<file path="src/rtl/dcache_pkg.sv">
// Shared definitions for the direct-mapped, write-through data cache.
package dcache_pkg;

  typedef enum logic [1:0] {
    IDLE  = 2'd0,
    FETCH = 2'd1,
    WRITE = 2'd2
  } dcache_state_e;

  localparam int unsigned LINE_BYTES    = 16;
  localparam int unsigned OFFSET_W      = 2;   // word offset within a line
  localparam int unsigned DEFAULT_LINES = 16;

  // Pick one 32-bit word out of a line; byte k of the line sits at [8k+7:8k].
  function automatic logic [31:0] select_word(input logic [LINE_BYTES*8-1:0] line,
                                              input logic [OFFSET_W-1:0]     off);
    return line[32*off +: 32];
  endfunction

endpackage

</file>
<file path="src/rtl/dcache_line_store.sv">
// Valid/tag/data arrays for the data cache: one combinational read port,
// one full-line fill port and one word-write port.
module dcache_line_store
  import dcache_pkg::*;
#(
  parameter int unsigned LINES   = DEFAULT_LINES,
  parameter int unsigned INDEX_W = 4,
  parameter int unsigned TAG_W   = 24
) (
  input  logic                      clk,
  input  logic                      rst_n,
  // Read port
  input  logic [INDEX_W-1:0]        rd_index,
  output logic                      rd_valid,
  output logic [TAG_W-1:0]          rd_tag,
  output logic [LINE_BYTES*8-1:0]   rd_line,
  // Line fill
  input  logic                      fill_en,
  input  logic [INDEX_W-1:0]        fill_index,
  input  logic [TAG_W-1:0]          fill_tag,
  input  logic [LINE_BYTES*8-1:0]   fill_data,
  // Word write
  input  logic                      wr_en,
  input  logic [INDEX_W-1:0]        wr_index,
  input  logic [OFFSET_W-1:0]       wr_offset,
  input  logic [31:0]               wr_data
);

  logic [LINES-1:0]        valid_q;
  logic [TAG_W-1:0]        tag_q  [LINES];
  logic [LINE_BYTES*8-1:0] data_q [LINES];

  // Asynchronous array read.
  always_comb begin
    rd_valid = valid_q[rd_index];
    rd_tag   = tag_q[rd_index];
    rd_line  = data_q[rd_index];
  end

  // Valid bits are the only state cleared by reset.
  always_ff @(posedge clk) begin
    if (!rst_n) begin
      valid_q <= '0;
    end else if (fill_en) begin
      valid_q[fill_index] <= 1'b1;
    end
  end

  // Tag and data arrays; fill and word write never coincide.
  always_ff @(posedge clk) begin
    if (fill_en) begin
      tag_q[fill_index]  <= fill_tag;
      data_q[fill_index] <= fill_data;
    end else if (wr_en) begin
      data_q[wr_index][32*wr_offset +: 32] <= wr_data;
    end
  end

endmodule

</file>
<file path="src/rtl/data_cache_controller.sv">
// Direct-mapped, write-through, no-write-allocate data cache controller.
// Read hits complete with zero latency; misses fetch a 128-bit line.
// Optional feature: define DCACHE_STATS_EN to add hitCount/missCount ports.
module data_cache_controller #(
  parameter int unsigned LINES      = dcache_pkg::DEFAULT_LINES,
  parameter int unsigned LINE_BYTES = dcache_pkg::LINE_BYTES
) (
  input  logic                    CLk,
  input  logic                    resetN,
  input  logic [31:0]             cpuAddress,
  input  logic                    cpuRead,
  input  logic                    cpuWrite,
  input  logic [31:0]             cpuWriteData,
  output logic [31:0]             cpuReadData,
  output logic                    stall,
  output logic                    memReq,
  output logic [31:0]             memAddress,
  output logic                    memWrite,
  output logic [31:0]             memWriteData,
  input  logic [LINE_BYTES*8-1:0] memData,
  input  logic                    memValid
`ifdef DCACHE_STATS_EN
  ,
  output logic [31:0]             hitCount,
  output logic [31:0]             missCount
`endif
);

  import dcache_pkg::*;

  localparam int unsigned INDEX_W = $clog2(LINES);
  localparam int unsigned TAG_W   = 32 - 4 - INDEX_W;

  dcache_state_e state_q, state_d;
  logic [31:2]   addr_q, addr_d;     // request address latched when leaving IDLE
  logic [31:0]   wdata_q, wdata_d;

  logic [31:2]             lookup_addr;
  logic                    rd_valid;
  logic [TAG_W-1:0]        rd_tag;
  logic [LINE_BYTES*8-1:0] rd_line;
  logic                    hit;
  logic [31:0]             rd_word;
  logic                    fill_en;
  logic                    wr_en;
  logic                    unused_addr_bits;

  assign unused_addr_bits = ^cpuAddress[1:0];

  // IDLE looks up the live CPU address; WRITE checks the latched one for a hit.
  always_comb begin
    lookup_addr = (state_q == IDLE) ? cpuAddress[31:2] : addr_q;
    hit         = rd_valid && (rd_tag == lookup_addr[31 -: TAG_W]);
    rd_word     = select_word(rd_line, lookup_addr[3:2]);
  end

  dcache_line_store #(
    .LINES   (LINES),
    .INDEX_W (INDEX_W),
    .TAG_W   (TAG_W)
  ) u_line_store (
    .clk        (CLk),
    .rst_n      (resetN),
    .rd_index   (lookup_addr[4 +: INDEX_W]),
    .rd_valid   (rd_valid),
    .rd_tag     (rd_tag),
    .rd_line    (rd_line),
    .fill_en    (fill_en),
    .fill_index (addr_q[4 +: INDEX_W]),
    .fill_tag   (addr_q[31 -: TAG_W]),
    .fill_data  (memData),
    .wr_en      (wr_en),
    .wr_index   (addr_q[4 +: INDEX_W]),
    .wr_offset  (addr_q[3:2]),
    .wr_data    (wdata_q)
  );

  // Next-state and outputs; everything is held at zero while resetN is low.
  always_comb begin
    state_d      = state_q;
    addr_d       = addr_q;
    wdata_d      = wdata_q;
    stall        = 1'b0;
    memReq       = 1'b0;
    memWrite     = 1'b0;
    memAddress   = '0;
    memWriteData = '0;
    cpuReadData  = '0;
    fill_en      = 1'b0;
    wr_en        = 1'b0;
    if (resetN) begin
      unique case (state_q)
        IDLE: begin
          if (cpuWrite) begin
            stall   = 1'b1;
            addr_d  = cpuAddress[31:2];
            wdata_d = cpuWriteData;
            state_d = WRITE;
          end else if (cpuRead) begin
            if (hit) begin
              cpuReadData = rd_word;
            end else begin
              stall   = 1'b1;
              addr_d  = cpuAddress[31:2];
              state_d = FETCH;
            end
          end
        end
        FETCH: begin
          stall      = 1'b1;
          memReq     = 1'b1;
          memAddress = {addr_q[31:4], 4'b0};
          if (memValid) begin
            fill_en = 1'b1;
            state_d = IDLE;
          end
        end
        WRITE: begin
          memWrite     = 1'b1;
          memAddress   = {addr_q, 2'b0};
          memWriteData = wdata_q;
          wr_en        = hit;   // write miss leaves the cache untouched
          state_d      = IDLE;
        end
        default: state_d = IDLE;
      endcase
    end
  end

  // State and latched request registers.
  always_ff @(posedge CLk) begin
    if (!resetN) begin
      state_q <= IDLE;
      addr_q  <= '0;
      wdata_q <= '0;
    end else begin
      state_q <= state_d;
      addr_q  <= addr_d;
      wdata_q <= wdata_d;
    end
  end

`ifdef DCACHE_STATS_EN
  logic [31:0] hit_count_q, miss_count_q;
  logic        read_lookup;

  assign read_lookup = resetN && (state_q == IDLE) && cpuRead && !cpuWrite;

  // Read hit/miss counters; wrap naturally at 2^32.
  always_ff @(posedge CLk) begin
    if (!resetN) begin
      hit_count_q  <= '0;
      miss_count_q <= '0;
    end else if (read_lookup) begin
      if (hit) hit_count_q  <= hit_count_q + 32'd1;
      else     miss_count_q <= miss_count_q + 32'd1;
    end
  end

  assign hitCount  = hit_count_q;
  assign missCount = miss_count_q;
`endif

endmodule

</file>
<file path="config.mk">
export PLATFORM = sky130hd
export DESIGN_NAME = data_cache_controller
export DESIGN_NICKNAME = d
export VERILOG_FILES = /design/src/rtl/dcache_pkg.sv /design/src/rtl/dcache_line_store.sv /design/src/rtl/data_cache_controller.sv
export SDC_FILE = /design/constraint.sdc
export NUM_CORES = 2
export LEC_CHECK = 0
export BUFFER_PORTS_ARGS = -buffer_cell sky130_fd_sc_hd__buf_4
export CAP_MARGIN = 25
export CELL_PAD_IN_SITES_DETAIL_PLACEMENT = 1
export CELL_PAD_IN_SITES_GLOBAL_PLACEMENT = 1
export CORE_MARGIN = 2
export CORE_UTILIZATION = 37
export DETAILED_ROUTE_END_ITERATION = 8
export PLACE_DENSITY_LB_ADDON = 0.1
export RECOVER_POWER = 25
export SLEW_MARGIN = 20
export SYNTH_ARGS = -nofsm -noshare
export SYNTH_HDL_FRONTEND = slang
export SYNTH_SLANG_ARGS = --single-unit
</file>
<file path="constraint.sdc">
create_clock -name CLk -period 13.3 [get_ports CLk]
set_input_delay 2.66 -clock CLk [delete_from_list [all_inputs] [get_ports CLk]]
set_output_delay 2.66 -clock CLk [all_outputs]
set_load 0.02 [all_outputs]
</file>
==> run metrics <==
first-pass GRT wire length 583 mm; reg2reg end u_line_store.data_q[6][114]$_DFFE_PP_; Mean Syn Cell Area 12.5 um^2; PortBufs 291; worst hold stages 1; GRT overflow 0; DR vias 74017; Switching Fraction 26.8%; most frequent CP cell buf_4; Seq/Total Area, Yosys 71.3%; FF-to-FF Start state_q[0]$_SDFFE_PN0P_; power consumption 0.0186 W; drt first pass iters 6; crit-path cells buf_4 -> mux2i_4 -> buf_4 -> nor2_1 -> a32oi_1 -> o211ai_1 -> a221oi_1 -> xnor2_1 -> a2111oi_0 -> nand4_1 -> nor4_1 -> nand2_4 -> a21oi_1 -> buf_4; fin crit period 11.96 ns; CP max-delay cell a21oi_1; Max-cap violations 31; Rel. slew slack -118%; library cells used by synthesis 79; Final Skew 0.0433 ns; maximum vdd drop 0.106 mV; DR iter-0 viols 8283; FMAX 0.0836 GHz; vias in the first global route 73693; later-pin clock latency in the skew report 0.87 ns; failing checks max-capacitance violations, max-slew violations; Layout Nets 8832; Pwr per Cell Area 154 nW/um^2; die area 287000 um^2; All-Layer GR Usage 28.9%; EDFF count, synth 2432; routed len/inst 33.6 um; pins over their slew limit 785; RSZ-0062 raised after global routing false; Post-Syn Area 105000 um^2; clk buf depth 4; Reg2Reg Depth 16; CTS tree built; ratio of cells with drive above 1 in the final layout 12.3%; Slew @ Worst Pin 3.27 ns; final setup fails 0; largest net degree at the start of global routing 144; Post-Route Setup TNS 0 ns; Final ANT Viol Nets 0; core area 282000 um^2; Die X-Extent 536 um; worst-path fanout max 53; initial antenna violation count 28; post-CTS sizing 0; startpoint types input pin; RePlAce Congestion 0.829; critical path capture point type register; Post-DP HPWL 243 mm; HP Start u_line_store.valid_q[4]$_SDFFE_PN0P_; Worst Setup Path Type input pin to register; total wire length 423 mm; post-CTS setup buffers 0; Worst Path Required 13.78 ns; Sink Count 2512; Num CTS Buffers 288; sequential power share 47.2%; most common cell after layout, fill and taps aside edfxtp_1; DRC violation count after routing 0; most frequent cells in the layout 2432 x edfxtp_1, 2372 x nand2_1, 578 x nand3_1; Final Cycle Share 89.9%; #FFs+latches synth 2512; hold buffer count at cts 0; Site Rows 195; sw power 0.00499 W; internal power 0.0136 W; die height 536 um; Combinational Power Share 12.6%; Initial Util 37.1%; H-tree Lvls 5; Cells after Synth 8375; Clock Pin Slew Worst Setup and Hold Paths 0.05 ns; R2R Setup Slk 1.82 ns; Vias/cell 5.89; Final Hold Fails 0; yosys warns 0; Area Growth Syn to Fin 15.5%; Root Buffer clkbuf_16; Top FF cell, synth edfxtp_1; Hold Crit Endpoint u_line_store.valid_q[4]$_SDFFE_PN0P_; CP arrival 12.44 ns; Async SR Flop Fraction 0%; status complete, but fails checks; leakage 41.3 nW; crit-path max cell delay 2.35 ns; Ports 296; clock network power share 40.3%; HP Class register to register
==> final cells by class <==
| type | count | area (um^2) |
|---|---|---|
| tap | 3743 | 4680 |
| timing repair buffer | 596 | 4360 |
| inverter | 147 | 552 |
| multi-input combinational | 5082 | 28000 |
| sequential | 2512 | 74600 |
| antenna | 25 | 62.6 |
| fill | 29047 | 161000 |
| clock buffer | 368 | 7770 |
| clock inverter | 103 | 767 |
==> synth_stat cells (all sizes together) (8+ instances only) <==
cell type	number	area [um^2]
a211oi	141	1060
mux2	10	116
a21boi	34	255
nor4	13	103
inv	147	552
nor2	132	498
o21a	22	165
a31oi	157	982
edfxtp	2432	73000
clkbuf	504	1890
buf	131	722
nand3	578	2890
o21ai	183	916
xor2	15	131
mux2i	170	1720
o22ai	42	263
nor2b	39	244
nand2b	9	56.3
xnor2	11	96.3
ha	8	100
o211ai	31	233
a21oi	169	846
dfxtp	80	1600
nand2	2376	8920
nand4	14	87.6
and3	292	1830
mux4	13	293
nor3	63	315
o31ai	31	233
o21bai	16	120
and2	35	219
a32oi	10	87.6
a311oi	393	3440
==> logic make-up (layout without fill, tap and decap cells) <==
family / count (synthesis) / count (layout) / synth area share (%)
AO/OA/AOI/OAI: 1277 / 1277 / 8.64
XOR/XNOR: 26 / 26 / 0.218
adder cells (fa/ha/maj): 8 / 8 / 0.0957
buffers and inverters: 782 / 1214 / 3.03
flip-flops: 2512 / 2512 / 71.3
multiplexers: 193 / 193 / 2.03
other: 1 / 27 / 0.00358
AND/OR/NAND/NOR: 3576 / 3576 / 14.7
==> metrics by stage <==
stage / utilization [%] / instances / setup slack, ns / instance area (um^2) / hold WS (ns)
finish: 42.9 / 12576 / 1.34 / 121000 / 0.459
global route: 42.9 / 12556 / 1.05 / 121000 / 0.481
CTS: 43.0 / 12551 / 2.13 / 121000 / 0.467
detailed placement: 40.0 / 12080 / 2.16 / 113000 / 0.454
global placement: 39.8 / 12054 / 2.13 / 112000 / 0.442
floorplan: - / 8376 / 4.28 / 105000 / 0.435
==> per-layer routing <==
metal / share of wire, % / track usage [%] / up-vias / wire length [um]
met5: 0.0078 / 0 / - / 33
li1: - / - / 31506 / -
met1: 43 / 40.8 / 38875 / 182000
met2: 45 / 44.0 / 3024 / 189000
met3: 8.1 / 5.36 / 606 / 34300
met4: 4.2 / 11.6 / 6 / 17700
==> how the worst max path moves through the flow <==
stage	startpoint	to	slack, ns	depth (start not counted)
after floorplan	cpuAddress[4]	cpuReadData[10]	4.28	14
final	cpuAddress[4]	u_line_store.data_q[6][114]$_DFFE_PP_	1.34	14
after CTS	cpuAddress[4]	cpuReadData[16]	2.13	13
after global routing	cpuAddress[4]	u_line_store.data_q[6][96]$_DFFE_PP_	1.05	14
after global placement	cpuAddress[4]	cpuReadData[28]	2.13	13
after detailed placement	cpuAddress[4]	cpuReadData[16]	2.16	13
==> state kept, by name, indices dropped and copies added (netlist names) <==
name / flops
u_line_store.valid_q: 16
addr_q: 30
u_line_store.data_q: 2048
u_line_store.tag_q: 384
state_q: 2
wdata_q: 32
==> power groups by stage <==
stage | Combinational (W) | Clock (W) | Sequential, W
2_1_floorplan | 0.00128 | 0 | 0.00891
3_3_place_gp | 0.00228 | 0 | 0.00894
3_5_place_dp | 0.00233 | 0 | 0.00894
4_1_cts | 0.00234 | 0.00760 | 0.00878
5_1_grt | 0.00248 | 0.00789 | 0.00878
6_report | 0.00234 | 0.00749 | 0.00878
==> worst max-delay path, delay by kind of cell <==
| kind | cells | cell delay [ns] |
|---|---|---|
| AO/OA/AOI/OAI | 5 | 4.11 |
| XOR/XNOR | 1 | 0.12 |
| buffers and inverters | 3 | 1.78 |
| multiplexers | 1 | 0.66 |
| AND/OR/NAND/NOR | 4 | 2.97 |
(Power assumes the default switching activity.)
